`src/rtl/hazard_unit_mc.sv`:
```
// hazard_unit_mc
// Hazard control for the 5-stage MIPS pipeline: multi-cycle load-use stalls,
// taken-branch flushes resolved in a configurable stage, and a whole-pipeline
// freeze while memory is busy. Keeps saturating stall/flush event counters.
//
// Parameters
//   REG_W    register-specifier width
//   LOAD_LAT bubbles between a load in EX and a dependent instruction in ID (1..7)
//   BR_STAGE stage resolving taken branches (1=ID, 2=EX, 3=MEM)
//   CNT_W    performance-counter width
//
// Ports
//   clk_i, rst_i                  clock (rising edge), async active-low reset
//   id_ex_memread_i, id_ex_rt_i   load in EX and its destination register
//   if_id_rs_i, if_id_rt_i        ID-stage source registers
//   if_id_uses_rt_i               ID instruction really reads rt
//   branch_taken_i                taken branch/jump in stage BR_STAGE
//   mem_busy_i                    memory not ready, hold everything
//   cnt_clr_i                     synchronous clear of both counters
//   pc_write_o, if_id_write_o     PC and IF/ID write enables
//   if_flush_o, id_flush_o, ex_flush_o  per-stage control flushes
//   freeze_o                      hold every pipeline register
//   stall_cycles_o                load-use bubble cycles inserted
//   flush_events_o                taken-branch flush events
module hazard_unit_mc #(
  parameter int REG_W    = 5,
  parameter int LOAD_LAT = 1,
  parameter int BR_STAGE = 3,
  parameter int CNT_W    = 16
) (
  input  logic             clk_i,
  input  logic             rst_i,
  input  logic             id_ex_memread_i,
  input  logic [REG_W-1:0] id_ex_rt_i,
  input  logic [REG_W-1:0] if_id_rs_i,
  input  logic [REG_W-1:0] if_id_rt_i,
  input  logic             if_id_uses_rt_i,
  input  logic             branch_taken_i,
  input  logic             mem_busy_i,
  input  logic             cnt_clr_i,
  output logic             pc_write_o,
  output logic             if_id_write_o,
  output logic             if_flush_o,
  output logic             id_flush_o,
  output logic             ex_flush_o,
  output logic             freeze_o,
  output logic [CNT_W-1:0] stall_cycles_o,
  output logic [CNT_W-1:0] flush_events_o
);

  typedef enum logic {IDLE, LSTALL} state_e;

  localparam logic [2:0] LatMinusOne = 3'(LOAD_LAT - 1);
  localparam logic       MultiCycle  = (LOAD_LAT > 1);
  localparam logic       BrFlushId   = (BR_STAGE >= 2);
  localparam logic       BrFlushEx   = (BR_STAGE == 3);

  state_e           state_q, state_d;
  logic [2:0]       rem_q, rem_d;
  logic [CNT_W-1:0] stallCnt_q, stallCnt_d;
  logic [CNT_W-1:0] flushCnt_q, flushCnt_d;

  logic hazard;
  logic stall;
  logic flushEvt;

  // Load-use detection. Register 0 is never a real dependency.
  assign hazard = id_ex_memread_i && (id_ex_rt_i != '0) &&
                  ((id_ex_rt_i == if_id_rs_i) ||
                   (if_id_uses_rt_i && (id_ex_rt_i == if_id_rt_i)));

  // Busy masks everything; a taken branch makes the stalled ID instruction
  // wrong-path, so it also suppresses any stall (pending or new).
  assign flushEvt = !mem_busy_i && branch_taken_i;
  assign stall    = !mem_busy_i && !branch_taken_i &&
                    ((state_q == LSTALL) || hazard);

  assign freeze_o      = mem_busy_i;
  assign pc_write_o    = !mem_busy_i && !stall;
  assign if_id_write_o = !mem_busy_i && !stall;
  assign if_flush_o    = flushEvt;
  assign id_flush_o    = stall || (flushEvt && BrFlushId);
  assign ex_flush_o    = flushEvt && BrFlushEx;

  // rem counts the stall cycles still owed after the current one; busy
  // cycles leave it untouched so they stretch but never shorten the stall.
  always_comb begin
    state_d = state_q;
    rem_d   = rem_q;
    if (!mem_busy_i) begin
      if (branch_taken_i) begin
        state_d = IDLE;
        rem_d   = 3'd0;
      end else if (state_q == LSTALL) begin
        if (rem_q == 3'd1) begin
          state_d = IDLE;
          rem_d   = 3'd0;
        end else begin
          rem_d = rem_q - 3'd1;
        end
      end else if (hazard && MultiCycle) begin
        state_d = LSTALL;
        rem_d   = LatMinusOne;
      end
    end
  end

  // Saturating counters; clear has priority over increment.
  always_comb begin
    stallCnt_d = stallCnt_q;
    flushCnt_d = flushCnt_q;
    if (cnt_clr_i) begin
      stallCnt_d = '0;
      flushCnt_d = '0;
    end else begin
      if (stall && (stallCnt_q != '1)) stallCnt_d = stallCnt_q + CNT_W'(1);
      if (flushEvt && (flushCnt_q != '1)) flushCnt_d = flushCnt_q + CNT_W'(1);
    end
  end

  always_ff @(posedge clk_i or negedge rst_i) begin
    if (!rst_i) begin
      state_q    <= IDLE;
      rem_q      <= 3'd0;
      stallCnt_q <= '0;
      flushCnt_q <= '0;
    end else begin
      state_q    <= state_d;
      rem_q      <= rem_d;
      stallCnt_q <= stallCnt_d;
      flushCnt_q <= flushCnt_d;
    end
  end

  assign stall_cycles_o = stallCnt_q;
  assign flush_events_o = flushCnt_q;

endmodule

```
`config.mk`:
```
export PLATFORM = sky130hd
export DESIGN_NAME = hazard_unit_mc
export DESIGN_NICKNAME = d
export VERILOG_FILES = /design/src/rtl/hazard_unit_mc.sv
export SDC_FILE = /design/constraint.sdc
export NUM_CORES = 1
export LEC_CHECK = 0
export CAP_MARGIN = 20
export CORE_ASPECT_RATIO = 1.5
export CORE_UTILIZATION = 43
export CTS_CLUSTER_SIZE = 30
export DETAILED_ROUTE_END_ITERATION = 16
export GPL_TIMING_DRIVEN = 0
export PLACE_DENSITY = 0.77
export SKIP_CTS_REPAIR_TIMING = 1
export SLEW_MARGIN = 40
export SYNTH_ARGS = -nofsm -noshare
export SYNTH_HDL_FRONTEND = slang
export SYNTH_SLANG_ARGS = --single-unit
export TNS_END_PERCENT = 50
```
`constraint.sdc`:
```
create_clock -name clk_i -period 2.2 [get_ports clk_i]
set_input_delay 0.33 -clock clk_i [delete_from_list [all_inputs] [get_ports clk_i]]
set_output_delay 0.33 -clock clk_i [all_outputs]
set_load 0.02 [all_outputs]
```
# [Word-level counts from Yosys, hierarchy flattened]
# Index checks and enable logic that the tools add are counted.
[word_totals] ff_bits=36 elab_cells=43
[classes] add_sub_neg=3 n_eq_ne=5 n_mux=10 n_bitwise=1 n_reduce_logical=20
[op_table] op="16-bit two-way mux" n=4
[op_table] op="16-bit by 1-bit adder with 16-bit output, second input constant" n=2
[op_table] op="16-bit != test, second input constant" n=2
[op_table] op="5-bit equality test" n=2
[op_table] op="1-bit logical AND" n=9
[op_table] op="3-bit two-way mux" n=3
[op_table] op="2-bit nonzero test" n=3
[op_table] op="5-bit nonzero test" n=1
[op_table] op="3-bit by 1-bit equality test with 1-bit output, second input constant" n=1
[op_table] op="1-bit logical NOT" n=3
[op_table] op="1-bit logical OR" n=3
[op_table] op="1-bit two-way mux" n=3
[op_table] op="3-bit by 1-bit subtractor with 3-bit output, second input constant" n=1
[op_table] op="2-bit AND reduction" n=1
[op_table] op="1-bit NOT" n=1

# [Logic depth before layout (Yosys ltp)]
# Gate-level depths: netlist of run 1.
[logic_depth] ltp_word=9 mapped_depth=8

# [Least setup slack after synthesis of run 1]
# No wires, ideal clock.
[synth_timing] path_kind="register -> register" start="reg stallCnt_q[3] (netlist: stall_cycles_o[3])" end="reg stallCnt_q[13] (netlist: stall_cycles_o[13])" setup_time_ns=0.125 arrival_time_ns=2.003 t_required_ns=2.075 path_slack_ns=0.072 path_stages_with_launch=9 n_path_buf=1 path_cell_list="dfrtp_1 and4_4 and4_4 nand3_4 nor2_4 or2_1 buf_6 nor4_1 mux2_2"
[synth_between] elab_chain_len=3 word_cells_on_any_way=6 classes_between="1 x add/sub; 1 x eq/ne; 2 x mux; 2 x reduce/logical"
[synth_rtl] element="start: declaration" line="60" text="logic [CNT_W-1:0] stallCnt_q, stallCnt_d;"
[synth_rtl] element="start signal: assignment" line="130" text="stallCnt_q <= stallCnt_d;"
[synth_rtl] element="16-bit by 1-bit adder with 16-bit output or 16-bit != test (tied branches)" line="116" text="if (stall && (stallCnt_q != '1)) stallCnt_d = stallCnt_q + CNT_W'(1);"
[synth_rtl] element="16-bit two-way mux or 1-bit logical AND (tied branches)" line="116"
[synth_rtl] element="16-bit two-way mux or 2-bit nonzero test (tied branches)"
# Parallel ways exist; a longest one is shown, timed or not. The select of a mux whose other input is x is not followed.
# A chain may end at the register's enable or synchronous reset.

# [Worst setup path in the final report of run 1]
[layout_timing] start="in if_id_rs_i[2]" end="out pc_write_o"
[layout_between] elab_chain_len=7
[layout_rtl] element="start: declaration" line="35" text="input logic [REG_W-1:0] if_id_rs_i,"
[layout_rtl] element="5-bit equality test" line="69" text="((id_ex_rt_i == if_id_rs_i) ||"
[layout_rtl] element="1-bit logical OR" line="69"
[layout_rtl] element="1-bit logical AND" line="68" text="assign hazard = id_ex_memread_i && (id_ex_rt_i != '0) &&"
[layout_rtl] element="1-bit logical OR" line="76" text="((state_q == LSTALL) || hazard);"
[layout_rtl] element="1-bit logical AND" line="75" text="assign stall = !mem_busy_i && !branch_taken_i &&"
[layout_rtl] element="1-bit logical NOT" line="79" text="assign pc_write_o = !mem_busy_i && !stall;"
[layout_rtl] element="1-bit logical AND" line="79"
[layout_rtl] element="end: declaration" line="41" text="output logic pc_write_o,"
# Every way passes these cells.

==> metrics.md, run 1 <==
| Metric | Value |
|---|---|
| Total number of vias | 1789 |
| TritonCTS clock tree | done |
| Setup TNS | -0.0342 ns |
| Initial antenna violation count | 0 |
| Top delay family on crit path | buffers and inverters |
| Wire length on met1 | 1.84 mm |
| Wire per inst | 13.0 um |
| Net Count, Synth | 244 |
| Critical path's most frequent cell | buf_4 |
| Final max-slew violation count | 0 |
| Avg Inst Size Synth | 9.31 um2 |
| Final nets | 314 |
| Die width | 58.1 um |
| Mapped cell area | 2030 um2 |
| Yosys warns | 0 |
| Syn Inst Count | 218 |
| Clk sinks | 36 |
| Inserted Diodes | 0 |
| Largest family of logic cells by synthesized area | simple AND/OR/NAND/NOR gates |
| Total Routing Usage GR | 19.1% |
| FF+latch count, synth | 36 |
| Pleak | 1.30 nW |
| R2r worst-path depth | 8 |
| Clock buffer count from CTS | 5 |
| Placed insts | 341 |
| Min cycle time layout | 2.23 ns |
| Primary FF master, synth | dfrtp_1 |
| Fin util | 65.2% |
| DRT iter0 DRCs | 51 |
| Vias in the first global route | 1690 |
| Pre-CTS setup slack | -0.738 ns |
| GR Overflow Total | 0 |
| Met2 wire len | 2.41 mm |
| VDD IR-drop max | 0.454 mV |
| Tcrit/Tclk final | 102% |
| Layout fillers | 385 |
| Netlist cell types | 36 |
| Compound-cell area share of the yosys netlist | 3.76% |
| Yosys top cell area share | 44.4% |
| Non-filler instance count after layout | 353 |
| Commonest cells after routing, fill and taps aside | clkdlybuf4s50_1, nor2_1, dfrtp_1 |
| Required @ worst endpoint | 1.87 ns |
| Critical path class | in2out |
| Hold Violations, Final | 0 |
| Post-synth EDFFs | 0 |
| Max stage delay cell, worst path | clkdlybuf4s50_1 |
| Routed Antenna Nets | 0 |
| Core area | 4540 um2 |
| Hold Path Sink | rem_q[2] |
| Critical path buffers and inverters | 4 |
| FMAX | 448 MHz |
| GPL Wtd Cong | 0.768 |
| Post-synthesis sequential area ratio | 44.4% |
| Cells along the critical path | clkdlybuf4s50_1, xnor2_1, nand3_1, o22ai_2, a21boi_2, buf_4, nor2b_2, buf_4, buf_4 |
| CP Data Arrival Time | 1.90 ns |
| Top Metal Used | met4 |
| Final wirelength | 4.59 mm |
| XOR/XNOR share of the synthesized area | 14.7% |
| Reg2reg start | stall_cycles_o[3] |
| RSZ-0062 raised after global routing | true |
| HP Start | mem_busy_i |
| Hold Path Depth | 3 |
| Post-synthesis mux area share | 3.14% |
| Crit-path max cell delay | 0.47 ns |
| DR vias/cell | 5.07 |
| FFs w/ async S/R, synth | 100% |
| Placed wire-length estimate | 3.37 mm |
| CTS Root Cell | clkbuf_8 |
| Failing checks | negative setup slack |
| Reg-to-Reg End | stall_cycles_o[13] |
| Skew final | 0.00432 ns |
| Status | complete, but fails checks |
| Multi-input logic area | 1120 um2 |
| Area growth syn-to-layout | 45.8% |
| Max-slew headroom | 68.5% |
| Starting Density | 44.7% |
| Largest net degree at the start of global routing | 22 |
| CTS H-tree depth | 2 |
| Critical-path maximum fanout | 6 |
| Max Cap Viol | 0 |
| Worst Slack Setup Final | -0.0342 ns |
| Clk buf depth | 2 |
| First-pass GRT wire length | 7.31 mm |
| Cell row count | 30 |
| DR DRC count | 0 |
| Met3 routed WL | 308 um |
| Die Ht | 86.1 um |
| Worst-Margin Slew | 0.470 ns |
| Adder-cell share of the synthesized area | 2.47% |
| # IOs | 60 |
| R2R Setup Slk | 0.07 ns |
| Yosys top cell by area | dfrtp_1 |
| CP endpoint kind | output port |
| Worst skew pair latency | 0.28 ns |
| Clock transition at the registers of the reported paths | 0.07 ns |
| Worst Setup SP | if_id_rs_i[2] |
| Synth area leaders | dfrtp_1, xnor2_1, nor2_1, xor2_1, nand2_1 |
| Setup violators final | 1 |
| Synth Area in Simple Gates | 28.4% |
| Critical path launch point type | input pin |
| Hold WC Path Type | in2reg |
| Pwr dens | 494 nW/um2 |
| Drt first pass iters | 4 |
| Most common cell after layout, fill and taps aside | clkdlybuf4s50_1 |
| Power, Total | 1.46 mW |
| DIE AREA | 5000 um2 |
| Reg area | 903 um2 |
| Share of cells above drive strength 1 | 13.1% |
| IO buf count | 58 |
## registers in the layout (all words and copies together) (netlist names)
register	count
state_q	1
flush_events_o	16
rem_q	3
stall_cycles_o	16
## per-stage QoR
stage | hold slack [ns] | instance area [um2]
finish | 0.460 | 2960
CTS | -0.0209 | 2840
global placement | 0.470 | 2690
detailed placement | 0.287 | 2710
global route | 0.503 | 2960
floorplan | 0.0344 | 2030
## cell type report
class / count / area share (%)
multi-input combinational: 170 / 38.0
sequential: 36 / 30.5
timing repair buffer: 63 / 22.2
clock buffer: 7 / 3.26
tap: 64 / 2.71
buffer: 9 / 1.90
clock inverter: 1 / 1.01
inverter: 3 / 0.381
## worst register-to-register path, stage by stage (launching register included)
cell and delay (ns):
dfrtp_2 0.44, and4_4 0.22, and4_4 0.20, nand3_4 0.15, nor2_4 0.08, or2_1 0.22, buf_6 0.14, nor4_4 0.23
mux2_4 0.32
## synthesized netlist by cell type (all sizes together), types with 2 or more instances
library cell	count
dfrtp	36
clkbuf	4
and3	6
xnor2	21
inv	3
o21ai	4
xor2	13
nand2b	3
buf	5
or3	2
mux2	3
and4	3
nor2	38
mux2i	3
ha	4
nand3	12
nand4	7
nor4b	2
a21oi	4
nand2	22
nor3	4
nor4	7
nor2b	5
## how the worst max path moves through the flow
stage | slack (ns) | depth (start not counted) | end
2_1_floorplan | 0.07 | 8 | stall_cycles_o[13]
3_3_place_gp | -0.67 | 9 | pc_write_o
3_5_place_dp | -0.74 | 9 | pc_write_o
4_1_cts | -0.74 | 9 | pc_write_o
5_1_grt | -0.1 | 9 | pc_write_o
6_report | -0.03 | 9 | pc_write_o
## report_power, final
group | switching, mW | internal (mW) | total, mW
sequential | 0.00607 | 0.667 | 0.673
combinational | 0.0750 | 0.0768 | 0.152
clock | 0.236 | 0.400 | 0.636
total | 0.317 | 1.14 | 1.46
## layer usage
metal / vias up / track usage, %
li1: 876 / -
met1: 856 / 20.2
met2: 53 / 34.2
met3: 4 / 6.49
met4: 0 / 7.36
met5: - / 0
## cells by family (layout without fill, tap and decap cells)
group           Yosys count  after routing
simple gates            113            113
flops                    36             36
xor+xnor                 34             34
compound gates           13             13
buf+inv                  12             83
mux                       6              6
fa+ha+maj                 4              4
Note: power is estimated with default switching activity, not from simulation.
==> run 2: changes to the inputs <==
--- a/config.mk
+++ b/config.mk
@@ -7,11 +7,10 @@
 export LEC_CHECK = 0
 export CAP_MARGIN = 20
 export CORE_ASPECT_RATIO = 1.5
-export CORE_UTILIZATION = 43
+export CORE_UTILIZATION = 35
 export CTS_CLUSTER_SIZE = 30
 export DETAILED_ROUTE_END_ITERATION = 16
 export GPL_TIMING_DRIVEN = 0
-export PLACE_DENSITY = 0.77
 export SKIP_CTS_REPAIR_TIMING = 1
 export SLEW_MARGIN = 40
 export SYNTH_ARGS = -nofsm -noshare
==> run 2 against run 1 <==
The flow finishes with violations (negative hold slack, negative setup slack); power decreased by 4.7%; cell count increased by 1.4%; design area decreased by 1.6%; setup slack got worse by 0.017 ns; wire length increased by 7.0%; sequential power about the same; clock skew increased by 0.0010 ns; non-clock buffer count decreased by 1; maximum frequency decreased by 0.73%; critical path depth unchanged; clock-buffer cell count decreased by 1.
==> metrics.md, run 2 (synthesized netlist as in run 1, its figures left out) <==
| Metric | Value |
|---|---|
| Cells along the critical path | clkdlybuf4s50_1, xnor2_1, nand3_1, o22ai_2, a21boi_2, buf_6, nor2b_2, buf_4, buf_4 |
| TritonCTS clock tree | done |
| Most common cell after layout, fill and taps aside | clkdlybuf4s50_1 |
| Final max-slew violation count | 0 (unchanged) |
| Total Routing Usage GR | 17.0% (-2.2 points) |
| Starting Density | 36.7% (-8.0 points) |
| CTS Root Cell | clkbuf_8 |
| CP endpoint kind | output port |
| Pleak | 1.26 nW (-3.4%) |
| Share of cells above drive strength 1 | 12.5% (-0.65 points) |
| Clock buffer count from CTS | 5 (unchanged) |
| Power, Total | 1.39 mW (-4.7%) |
| Max Cap Viol | 0 (unchanged) |
| FMAX | 444 MHz (-0.73%) |
| Required @ worst endpoint | 1.87 ns (about the same) |
| Tcrit/Tclk final | 102% (+0.75 points) |
| Core area | 5530 um2 (+22%) |
| RSZ-0062 raised after global routing | true |
| Area growth syn-to-layout | 43.4% |
| Final wirelength | 4.91 mm (+7.0%) |
| Hold Violations, Final | 16 (+16) |
| Wire per inst | 13.7 um (+5.5%) |
| GR Overflow Total | 0 (unchanged) |
| Layout fillers | 533 (+38%) |
| GPL Wtd Cong | 0.766 (-0.29%) |
| Inserted Diodes | 0 (unchanged) |
| Clk buf depth | 2 (unchanged) |
| Commonest cells after routing, fill and taps aside | clkdlybuf4s50_1, nor2_1, dfrtp_1 |
| CP Data Arrival Time | 1.92 ns (+0.02 ns) |
| Worst Slack Setup Final | -0.0507 ns (-0.0165 ns) |
| Vias in the first global route | 1706 (+0.95%) |
| Max-slew headroom | 64.2% (-4.3 points) |
| # IOs | 60 (unchanged) |
| Min cycle time layout | 2.25 ns (+0.0165 ns) |
| Fin util | 52.6% (-13 points) |
| Crit-path max cell delay | 0.47 ns (about the same) |
| DR DRC count | 0 (unchanged) |
| Critical path buffers and inverters | 4 (unchanged) |
| DIE AREA | 6110 um2 (+22%) |
| Critical path class | in2out |
| Setup violators final | 1 (unchanged) |
| Max stage delay cell, worst path | clkdlybuf4s50_1 |
| Worst Setup SP | if_id_rs_i[2] |
| CTS H-tree depth | 2 (unchanged) |
| Total number of vias | 1775 (-0.78%) |
| First-pass GRT wire length | 7.90 mm (+8.0%) |
| IO buf count | 58 (unchanged) |
| Failing checks | negative hold slack, negative setup slack |
| DR vias/cell | 4.96 (-2.2%) |
| DRT iter0 DRCs | 48 (-5.9%) |
| Critical-path maximum fanout | 8 (+2) |
| Skew final | 0.00532 ns (+0.000999 ns) |
| VDD IR-drop max | 0.306 mV (-33%) |
| Top delay family on crit path | buffers and inverters |
| Routed Antenna Nets | 0 (unchanged) |
| Hold WS | -0.0119 ns (-0.472 ns) |
| Critical path's most frequent cell | buf_4 |
| Die Ht | 95.3 um (+11%) |
| Drt first pass iters | 4 (unchanged) |
| Final nets | 313 (-0.32%) |
| Die width | 64.2 um (+10%) |
| Worst-Margin Slew | 0.537 ns (+0.0667 ns) |
| Reg2reg start | stall_cycles_o[2] |
| Placed wire-length estimate | 3.55 mm (+5.1%) |
| Status | complete, but fails checks |
| Cell row count | 33 (+10%) |
| Worst skew pair latency | 0.29 ns (about the same) |
| Largest net degree at the start of global routing | 37 (+68%) |
| Clk sinks | 36 (unchanged) |
| Initial antenna violation count | 0 (unchanged) |
| Critical path launch point type | input pin |
| Pwr dens | 478 nW/um2 (-3.1%) |
| Multi-input logic area | 1110 um2 (-0.89%) |
| Hold WC Path Type | in2async |
| Clock transition at the registers of the reported paths | 0.07 ns (about the same) |
| Reg area | 903 um2 (unchanged) |
[run 2: final cells by class]
| cell class | instances | share of cell area, % |
|---|---|---|
| Sequential cell | 36 | 31.0 |
| Clock inverter | 2 | 1.20 |
| Tap cell | 70 | 3.01 |
| Multi-Input combinational cell | 170 | 38.3 |
| Timing Repair Buffer | 62 | 21.5 |
| Buffer | 9 | 2.06 |
| Inverter | 3 | 0.387 |
| Clock buffer | 6 | 2.49 |
[run 2: through the flow]
stage | hold slack (ns) | setup slack, ns | cell area [um2] | cells | setup TNS, ns
after global placement | 0.470 | -0.715 | 2700 | 346 | -10.0
after CTS | 0.0138 | -0.729 | 2800 | 354 | -1.92
after detailed placement | 0.326 | -0.724 | 2700 | 346 | -5.17
final | -0.0119 | -0.0507 | 2910 | 358 | -0.0507
after floorplan | 0.0344 | 0.0719 | 2030 | 218 | 0
after global routing | 0.0254 | -0.137 | 2910 | 358 | -0.189
[run 2: final timing paths]
| check | slack, ns | cells after the start | endpoint |
|---|---|---|---|
| min in group clk_i | 0.45 | 3 | rem_q[2] |
| max in group asynchronous | 1.86 | 1 | stall_cycles_o[2] |
| worst min-delay path | -0.01 | 1 | flush_events_o[7] |
| worst max register to register | 0.08 | 8 | stall_cycles_o[13] |
| worst min register to register | 0.48 | 2 | rem_q[1] |
| worst max-delay path | -0.05 | 9 | pc_write_o |
[run 2: where the power goes]
group	switching, mW	internal, mW
Combinational	0.0754	0.0727
Sequential	0.00597	0.667
Clock	0.235	0.336
[run 2: worst register-to-register path: stages, from the launching register on]
cell and delay (ns):
dfrtp_2 0.45, and4_4 0.21, and4_4 0.21, nand3_4 0.14, nor2_4 0.09, or2_1 0.22
buf_6 0.15, nor4_4 0.20, mux2_2 0.35
[run 2: per-layer routing]
metal | global-route usage [%] | up-vias | wire, um
li1 | - | 875 | -
met1 | 18.0 | 841 | 1950
met2 | 31.8 | 53 | 2530
met3 | 4.55 | 6 | 364
met4 | 6.11 | 0 | 70
met5 | 0 | - | 0
